## src/rtl/marker_injector.sv

```systemverilog
// marker_injector
//   Merges phase-marker requests into an ordinary instruction stream. Each
//   accepted marker request is queued in a small FIFO and later emitted as the
//   instruction word "slti x0, x0, imm" with imm = {phase, end}. Markers take
//   strict priority over ordinary instructions at the single registered output
//   stage. The block also tracks which phases are open and flags nesting,
//   orphan-END and illegal-phase errors.
//
// Handshakes: every channel uses valid/ready. A transfer happens in the cycle
//   where valid && ready are both high. Ready never depends on valid on the
//   same channel, and a source holds its payload while valid && !ready.
//
// Ports
//   clock, reset        single clock, synchronous active-high reset
//   req_valid/req_ready marker request channel, payload req_phase, req_end
//   in_valid/in_ready   ordinary instruction channel, payload in_inst
//   out_valid/out_ready output channel, payload out_inst, out_is_marker
//   open_mask           bit p set while phase p is open
//   err_nest            sticky: START emitted for an already-open phase
//   err_orphan          sticky: END emitted for a phase that is not open
//   err_bad_phase       sticky: request with phase 7 accepted (and dropped)
//   err_clear           pulse clearing the sticky error bits (set wins)
//   marker_count        saturating count of markers accepted downstream
module marker_injector #(
    parameter int FIFO_DEPTH = 4,
    parameter int CNT_W      = 16
) (
    input  logic             clock,
    input  logic             reset,
    input  logic             req_valid,
    output logic             req_ready,
    input  logic [2:0]       req_phase,
    input  logic             req_end,
    input  logic             in_valid,
    output logic             in_ready,
    input  logic [31:0]      in_inst,
    output logic             out_valid,
    input  logic             out_ready,
    output logic [31:0]      out_inst,
    output logic             out_is_marker,
    output logic [6:0]       open_mask,
    output logic             err_nest,
    output logic             err_orphan,
    output logic             err_bad_phase,
    input  logic             err_clear,
    output logic [CNT_W-1:0] marker_count
);

    localparam int AW = $clog2(FIFO_DEPTH);
    localparam logic [AW:0] DEPTH_CNT = FIFO_DEPTH[AW:0];

    // ------------------------------------------------------------------
    // Marker request FIFO. Entries hold the 4-bit immediate {phase, end}.
    // ------------------------------------------------------------------
    logic [3:0]    fifo_mem [FIFO_DEPTH];
    logic [AW-1:0] wr_ptr;
    logic [AW-1:0] rd_ptr;
    logic [AW:0]   count;

    logic          req_fire;
    logic          push;
    logic          bad_evt;
    logic          pop;
    logic          fifo_empty;
    logic [3:0]    head;

    // Ready only looks at the registered count, so a push can never be
    // popped in the same cycle (no bypass path through the FIFO).
    assign req_ready  = (count < DEPTH_CNT);
    assign req_fire   = req_valid && req_ready;
    assign push       = req_fire && (req_phase != 3'd7);
    assign bad_evt    = req_fire && (req_phase == 3'd7);
    assign fifo_empty = (count == '0);
    assign head       = fifo_mem[rd_ptr];

    always_ff @(posedge clock) begin
        if (push) begin
            fifo_mem[wr_ptr] <= {req_phase, req_end};
        end
    end

    always_ff @(posedge clock) begin
        if (reset) begin
            wr_ptr <= '0;
            rd_ptr <= '0;
            count  <= '0;
        end else begin
            if (push) begin
                wr_ptr <= wr_ptr + 1'b1;
            end
            if (pop) begin
                rd_ptr <= rd_ptr + 1'b1;
            end
            case ({push, pop})
                2'b10:   count <= count + 1'b1;
                2'b01:   count <= count - 1'b1;
                default: count <= count;
            endcase
        end
    end

    // ------------------------------------------------------------------
    // Output stage FSM: EMPTY (no word held) / FULL (word held).
    // ------------------------------------------------------------------
    typedef enum logic {
        ST_EMPTY = 1'b0,
        ST_FULL  = 1'b1
    } state_t;

    state_t state;
    state_t state_next;
    logic   load_en;
    logic   load_marker;
    logic   load_inst;

    // State register
    always_ff @(posedge clock) begin
        if (reset) begin
            state <= ST_EMPTY;
        end else begin
            state <= state_next;
        end
    end

    // Next-state logic
    always_comb begin
        state_next = state;
        if ((state == ST_EMPTY) || out_ready) begin
            if (!fifo_empty || in_valid) begin
                state_next = ST_FULL;
            end else begin
                state_next = ST_EMPTY;
            end
        end
    end

    // Output / control decode
    always_comb begin
        out_valid   = 1'b0;
        load_en     = 1'b0;
        load_marker = 1'b0;
        load_inst   = 1'b0;
        pop         = 1'b0;
        in_ready    = 1'b0;
        out_valid   = (state == ST_FULL);
        load_en     = (state == ST_EMPTY) || out_ready;
        load_marker = load_en && !fifo_empty;
        pop         = load_marker;
        // Ordinary instructions only move when no marker is waiting.
        in_ready    = load_en && fifo_empty;
        load_inst   = in_ready && in_valid;
    end

    // Output payload registers; held whenever no load happens.
    always_ff @(posedge clock) begin
        if (reset) begin
            out_inst      <= '0;
            out_is_marker <= 1'b0;
        end else if (load_marker) begin
            out_inst      <= {8'h00, head, 20'h02013};
            out_is_marker <= 1'b1;
        end else if (load_inst) begin
            out_inst      <= in_inst;
            out_is_marker <= 1'b0;
        end
    end

    // ------------------------------------------------------------------
    // Phase tracking and sticky errors, evaluated when a marker is loaded.
    // ------------------------------------------------------------------
    logic [6:0] head_bit;
    logic       nest_evt;
    logic       orphan_evt;

    // Phase 7 is filtered at push, so the head phase is always 0..6.
    assign head_bit   = 7'b1 << head[3:1];
    assign nest_evt   = load_marker && !head[0] && ((open_mask & head_bit) != '0);
    assign orphan_evt = load_marker &&  head[0] && ((open_mask & head_bit) == '0);

    always_ff @(posedge clock) begin
        if (reset) begin
            open_mask <= '0;
        end else if (load_marker) begin
            if (head[0]) begin
                open_mask <= open_mask & ~head_bit;
            end else begin
                open_mask <= open_mask | head_bit;
            end
        end
    end

    // A new error event in the same cycle as err_clear leaves the bit set.
    always_ff @(posedge clock) begin
        if (reset) begin
            err_nest      <= 1'b0;
            err_orphan    <= 1'b0;
            err_bad_phase <= 1'b0;
        end else begin
            err_nest      <= (err_nest      && !err_clear) || nest_evt;
            err_orphan    <= (err_orphan    && !err_clear) || orphan_evt;
            err_bad_phase <= (err_bad_phase && !err_clear) || bad_evt;
        end
    end

    always_ff @(posedge clock) begin
        if (reset) begin
            marker_count <= '0;
        end else if (out_valid && out_ready && out_is_marker && (marker_count != '1)) begin
            marker_count <= marker_count + 1'b1;
        end
    end

endmodule

```

## config.mk

```make
export PLATFORM = sky130hd
export DESIGN_NAME = marker_injector
export DESIGN_NICKNAME = d
export VERILOG_FILES = /design/src/rtl/marker_injector.sv
export SDC_FILE = /design/constraint.sdc
export NUM_CORES = 1
export LEC_CHECK = 0
export BUFFER_PORTS_ARGS = -buffer_cell sky130_fd_sc_hd__buf_2
export CELL_PAD_IN_SITES_DETAIL_PLACEMENT = 1
export CELL_PAD_IN_SITES_GLOBAL_PLACEMENT = 1
export CORE_ASPECT_RATIO = 1.25
export CORE_UTILIZATION = 41
export CTS_CLUSTER_SIZE = 16
export DETAILED_ROUTE_END_ITERATION = 7
export PLACE_DENSITY = 0.94
export SLEW_MARGIN = 5
export SYNTH_ARGS = -nofsm -noshare
export SYNTH_HDL_FRONTEND = slang
export SYNTH_SLANG_ARGS = --single-unit
```

## constraint.sdc

```tcl
create_clock -name clock -period 3.8 [get_ports clock]
set_clock_uncertainty 0.1 [all_clocks]
set_input_delay 0.38 -clock clock [delete_from_list [all_inputs] [get_ports clock]]
set_output_delay 0.38 -clock clock [all_outputs]
set_load 0.01 [all_outputs]
```

Yosys cells after proc, flatten, opt, wreduce, memory -nomap -nowiden
Memory sizes are Yosys's and may differ from the RTL's. A register that Yosys moved wholly into a read port is not among the register bits.
Cells that the tools add are included.
{"block": "classes", "add_sub_neg": 5, "magnitude_cmp": 1, "eq_ne": 5, "shift": 1, "muxes": 11, "bitwise": 5, "reduce_logical": 30}
{"operator": "2-to-1 mux 24 bit", "n": 2}
{"operator": "adder 16 x 1 -> 16 bit (second input constant)", "n": 1}
{"operator": "logical AND 1 bit", "n": 16}
{"operator": "inequality test 16 bit (second input constant)", "n": 1}
{"operator": "bitwise AND 7 bit", "n": 2}
{"operator": "logical NOT 7 bit", "n": 1}
{"operator": "2-to-1 mux 7 bit", "n": 1}
{"operator": "inverter 7 bit", "n": 1}
{"operator": "bitwise OR 7 bit", "n": 1}
{"operator": "nonzero test 7 bit", "n": 1}
{"operator": "left shift 1 x 3 -> 7 bit (first input constant)", "n": 1}
{"operator": "case mux 3 bit (2 select lines)", "n": 1}
{"operator": "logical OR 1 bit", "n": 5}
{"operator": "2-to-1 mux 1 bit", "n": 5}
{"operator": "adder 2 x 1 -> 2 bit (second input constant)", "n": 2}
{"operator": "2-to-1 mux 2 bit", "n": 2}
{"operator": "nonzero test 2 bit", "n": 2}
{"operator": "adder 3 x 1 -> 3 bit (second input constant)", "n": 1}
{"operator": "equality test 3 bit (second input constant)", "n": 1}
{"operator": "logical NOT 1 bit", "n": 3}
{"operator": "logical NOT 3 bit", "n": 1}
{"operator": "less-than comparator 3 bit (second input constant)", "n": 1}
{"operator": "inequality test 3 bit (second input constant)", "n": 1}
{"operator": "subtractor 3 x 1 -> 3 bit (second input constant)", "n": 1}
{"operator": "other kinds (4)", "n": 4}
{"block": "word_totals", "regBits": 67, "ram_bits": 16, "inputBits": 42, "out_inout_bits": 62, "wordCells": 71, "n_memories": 1}
{"name": "fifo_mem", "depth": 4, "width": 4, "read_ports": 1, "rd_clocked_by_memory_dff": 1, "write_ports": 1, "line": "55", "rtl": "logic [3:0] fifo_mem [FIFO_DEPTH];"}

Logic depth before layout (Yosys ltp)
{"block": "logic_depth", "word_depth": 6, "ltp_mapped": 10, "mapped_depth_nobuf": 9}

Worst setup path after synthesis
No wires, ideal clock.
{"block": "synth_path", "kind": "register to register", "startpoint": "register state, in the netlist out_valid", "endpoint": "register count[2]", "setup_ns": 0.071, "arrival_ns": 2.169, "required_ns": 3.629, "setup_slack_ns": 1.460, "path_stages_with_launch": 10, "n_path_buf": 1, "period_less_slack_ns": 2.340, "cell_sequence": "dfxtp_1 nor2b_1 nor2_1 clkbuf_1 ha_1 inv_1 fa_1 xor2_1 or3_1 a21oi_1"}
{"block": "synth_via", "elab_chain_cells": 5, "elab_cells_between_ends": 7, "cone_classes": "eq/ne: 2; mux: 1; bitwise: 1; reduce/logical: 3"}
{"item": "start, declared", "line": "110", "rtl": "state_t state;"}
{"item": "start signal, assigned", "line": "121", "rtl": "state <= state_next;"}
{"item": "inverter 1 bit *", "line": "146", "rtl": "load_en = (state == ST_EMPTY) || out_ready;"}
{"item": "logical OR 1 bit *", "line": "146"}
{"item": "logical AND 1 bit *", "line": "147", "rtl": "load_marker = load_en && !fifo_empty;"}
{"item": "named net load_marker", "line": "113", "rtl": "logic load_marker;"}
{"item": "equality test 2 x 1 -> 1 bit / equality test 2 bit (equally long branches)", "line": "94", "rtl": "case ({push, pop})"}
{"item": "case mux 3 bit (2 select lines) / nonzero test 2 bit (equally long branches)"}
{"item": "end signal, assigned", "line": "95", "rtl": "2'b10: count <= count + 1'b1;"}
{"item": "end signal, assigned", "line": "96", "rtl": "2'b01: count <= count - 1'b1;"}
{"item": "end signal, assigned", "line": "97", "rtl": "default: count <= count;"}
{"item": "end, declared", "line": "58", "rtl": "logic [AW:0] count;"}
Mark *: on every way through the listed nets, which the timed path passes. The rest lies on a longest branch.
A chain may end at the register's enable or synchronous reset.

Worst setup path after layout
{"block": "layout_path", "startpoint": "register state, in the netlist out_valid", "endpoint": "register count[2]"}
{"block": "layout_via", "elab_chain_cells": 5, "elab_cells_between_ends": 7, "cone_classes": "eq/ne: 2; mux: 1; bitwise: 1; reduce/logical: 3"}
{"item": "inverter 1 bit *", "line": "146"}
{"item": "logical OR 1 bit *", "line": "146"}
{"item": "logical AND 1 bit *", "line": "147"}
{"item": "equality test 2 x 1 -> 1 bit / equality test 2 bit (equally long branches)", "line": "94"}
{"item": "case mux 3 bit (2 select lines) / nonzero test 2 bit (equally long branches)"}
Mark *: on every way between the ends. The rest lies on a longest branch, timed or not.

==> reports/metrics.cfg <==
[status]
outcome = complete, no violations

[yosys]
synth_edf_count = 16
ys_seq_elements = 85
synth_cells = 371
synthFlopType = dfxtp_1
synthDominantCellAreaShare_pct = 39.0
synth_xor_area_share_pct = 4.70
synth_nets = 420
muxShareOfSynthArea_pct = 5.06
synth_area_per_cell_um2 = 9.54
synth_top_family_by_area = simple AND/OR/NAND/NOR gates
seq_area_frac_synth_pct = 52.6
synth_commonest_cells = 69 x dfxtp_1, 61 x nand2_1, 43 x nor2_1, 33 x a21oi_1, 16 x edfxtp_1
synth-adder-area-share_pct = 2.69
syn_area_um2 = 3540
synth_top_area_cell = dfxtp_1
async_flop_share_pct = 0
synth_compound_area_share_pct = 10.9
yosys.area_share.simple_pct = 20.4
yosys_warnings = 0
yosysMostFrequentCell = dfxtp_1
synth_area_leaders = dfxtp_1 39%, edfxtp_1 14%, nand2_1 6.5%
yosysUniqueCellTypes = 53

[setup_path]
cpLargestDelayFamily = simple AND/OR/NAND/NOR gates
cp_slowest_stage_delay_ns = 0.65
arrival_ns = 2.92
crit_path_start_kind = flop
crit_fanout = 11
cp.required_ns = 3.99
crit_buf_inv = 1
critPathCaptureType = flop
crit_slowest_cell = nor2_1
cp_cell_sequence = nor2b_1 > nor2_1 > ha_1 > inv_1 > fa_1 > xor2_1 > or3_1 > a21oi_1
crit_type = reg2reg

[global_routing]
grt_max_degree = 46
grt_pass1_vias = 2962
gr-total-overflow = 0
grt_pass1_wl_um = 14100
antenna_found_initial = 0
grt_usage_pct = 20.0

[floorplan]
rows = 37
io_pins = 104
core_um2 = 8290
die_w_um = 85.1
dieArea_um2 = 9010
start_util_pct = 42.7
die_h_um = 106

[route]
drc = 0
ant_nets = 0
vias_per_cell = 5.25
vias = 2994
drt_iter0_drc = 111
finalWirelength_um = 8780
dr.pass1.iters = 4
wl_per_cell_um = 15.4

[layout]
diodes = 0
drive_above_1_share_pct = 28.1
stdcell_count = 570
utilization_pct = 51.7
nets = 517
syn2layout_area_growth_pct = 21.2

[placed_design]
dpl_worst_slack_ns = 1.01
post-dp-hpwl_um = 6550
place.gp.congestion = 0.795
io_buffers = 103
post-place-cells = 554

[clock_tree]
cts_tree = done
clk_pin_slew_ns = 0.08
htreeDepth = 3
cts_setup_buffers = 0
clk_latency_ns = 0.36
cts_num_sinks = 85
cts.repair.resized = 0
cts_made_buffers = 9
hold_buffers = 0
root_buffer = clkbuf_8
clockBufferDepth = 2

[timing]
rsz0062_at_grt = no
hold_viol = 0
post-route-period-util_pct = 71.9
fin_ws_ns = 1.07
layout_min_cycle_time_ns = 2.73
timing.fmax_ghz = 0.366
tns_ns = 0
slew_headroom_pct = 34.5
slew_violations = 0
tightest_slew_ns = 0.983
setup_viol = 0

[power]
total_power_w = 0.00262
p_leak_nw = 1.77
ir_drop_v = 0.000178
power.density_nw_per_um2 = 611

[hold_path]
hp-class = in2reg

[job]
drv_cap = 0

[cell type report]
| cell class | instances | area (um^2) |
|---|---|---|
| Fill cell | 981 | 4000 |
| Clock buffer | 12 | 145 |
| Sequential cell | 85 | 1860 |
| Multi-Input combinational cell | 257 | 1550 |
| Clock inverter | 4 | 47.5 |
| Timing Repair Buffer | 104 | 523 |
| Inverter | 11 | 41.3 |
| Tap cell | 97 | 121 |
[logic make-up after synthesis]
logic type | count (synthesis)
compound gates | 62
buf+inv | 29
simple gates | 155
fa+ha+maj | 7
xor+xnor | 19
flops | 85
mux | 14
[worst register-to-register path, delay by kind of cell, from the launching register on]
family,cells,cell delay (ns)
compound gates,1,0.14
buf+inv,1,0.06
flops,1,0.34
simple gates,3,1.18
fa+ha+maj,2,0.69
xor+xnor,1,0.16
[per-layer routing]
layer  GRT usage [%]  vias up  share of wire (%)
met2            35.3       80                 51
met3            3.60       13                4.5
met1            22.9     1434                 42
met4            10.2        0                2.4
met5               0        -                  0
li1                -     1467                  -
[final timing paths]
path / depth (start not counted) / slack [ns] / from / endpoint
setup reg to reg: 8 / 1.07 / out_valid$_SDFFE_PP0P_ / count[2]$_SDFFE_PP0P_
hold / removal: 1 / 0.16 / req_phase[1] / fifo_mem[3][2]$_DFFE_PP_
hold reg to reg: 2 / 0.35 / out_inst[3]$_SDFFE_PP0N_ / out_inst[3]$_SDFFE_PP0N_
setup / recovery: 8 / 1.07 / out_valid$_SDFFE_PP0P_ / count[2]$_SDFFE_PP0P_
[power by group]
part / leakage [nW] / switching [W] / internal [W]
logic: 0.967 / 0.000527 / 0.000309
clock network: 0.0964 / 0.000311 / 0.000320
registers: 0.708 / 0.0000905 / 0.00106
[through the flow]
stage          instance area, um^2  hold slack, ns
3_5_place_dp                  4100           0.345
4_1_cts                       4290           0.143
6_report                      4290           0.157
5_1_grt                       4290           0.156
3_3_place_gp                  4100           0.338
2_1_floorplan                 3540           0.370
[cells in the final DEF (no fill, tap or decap), drive strengths merged, types with 5 or more instances in the layout]
master  count
buf       104
dfxtp      69
nand2      62
nor2       43
a21oi      34
edfxtp     16
nand3      13
clkbuf     12
inv        11
mux2i      10
xnor2      10
nor3       10
xor2        9
ha          6
o21ai       5
Power figures use the tool's default switching activity.
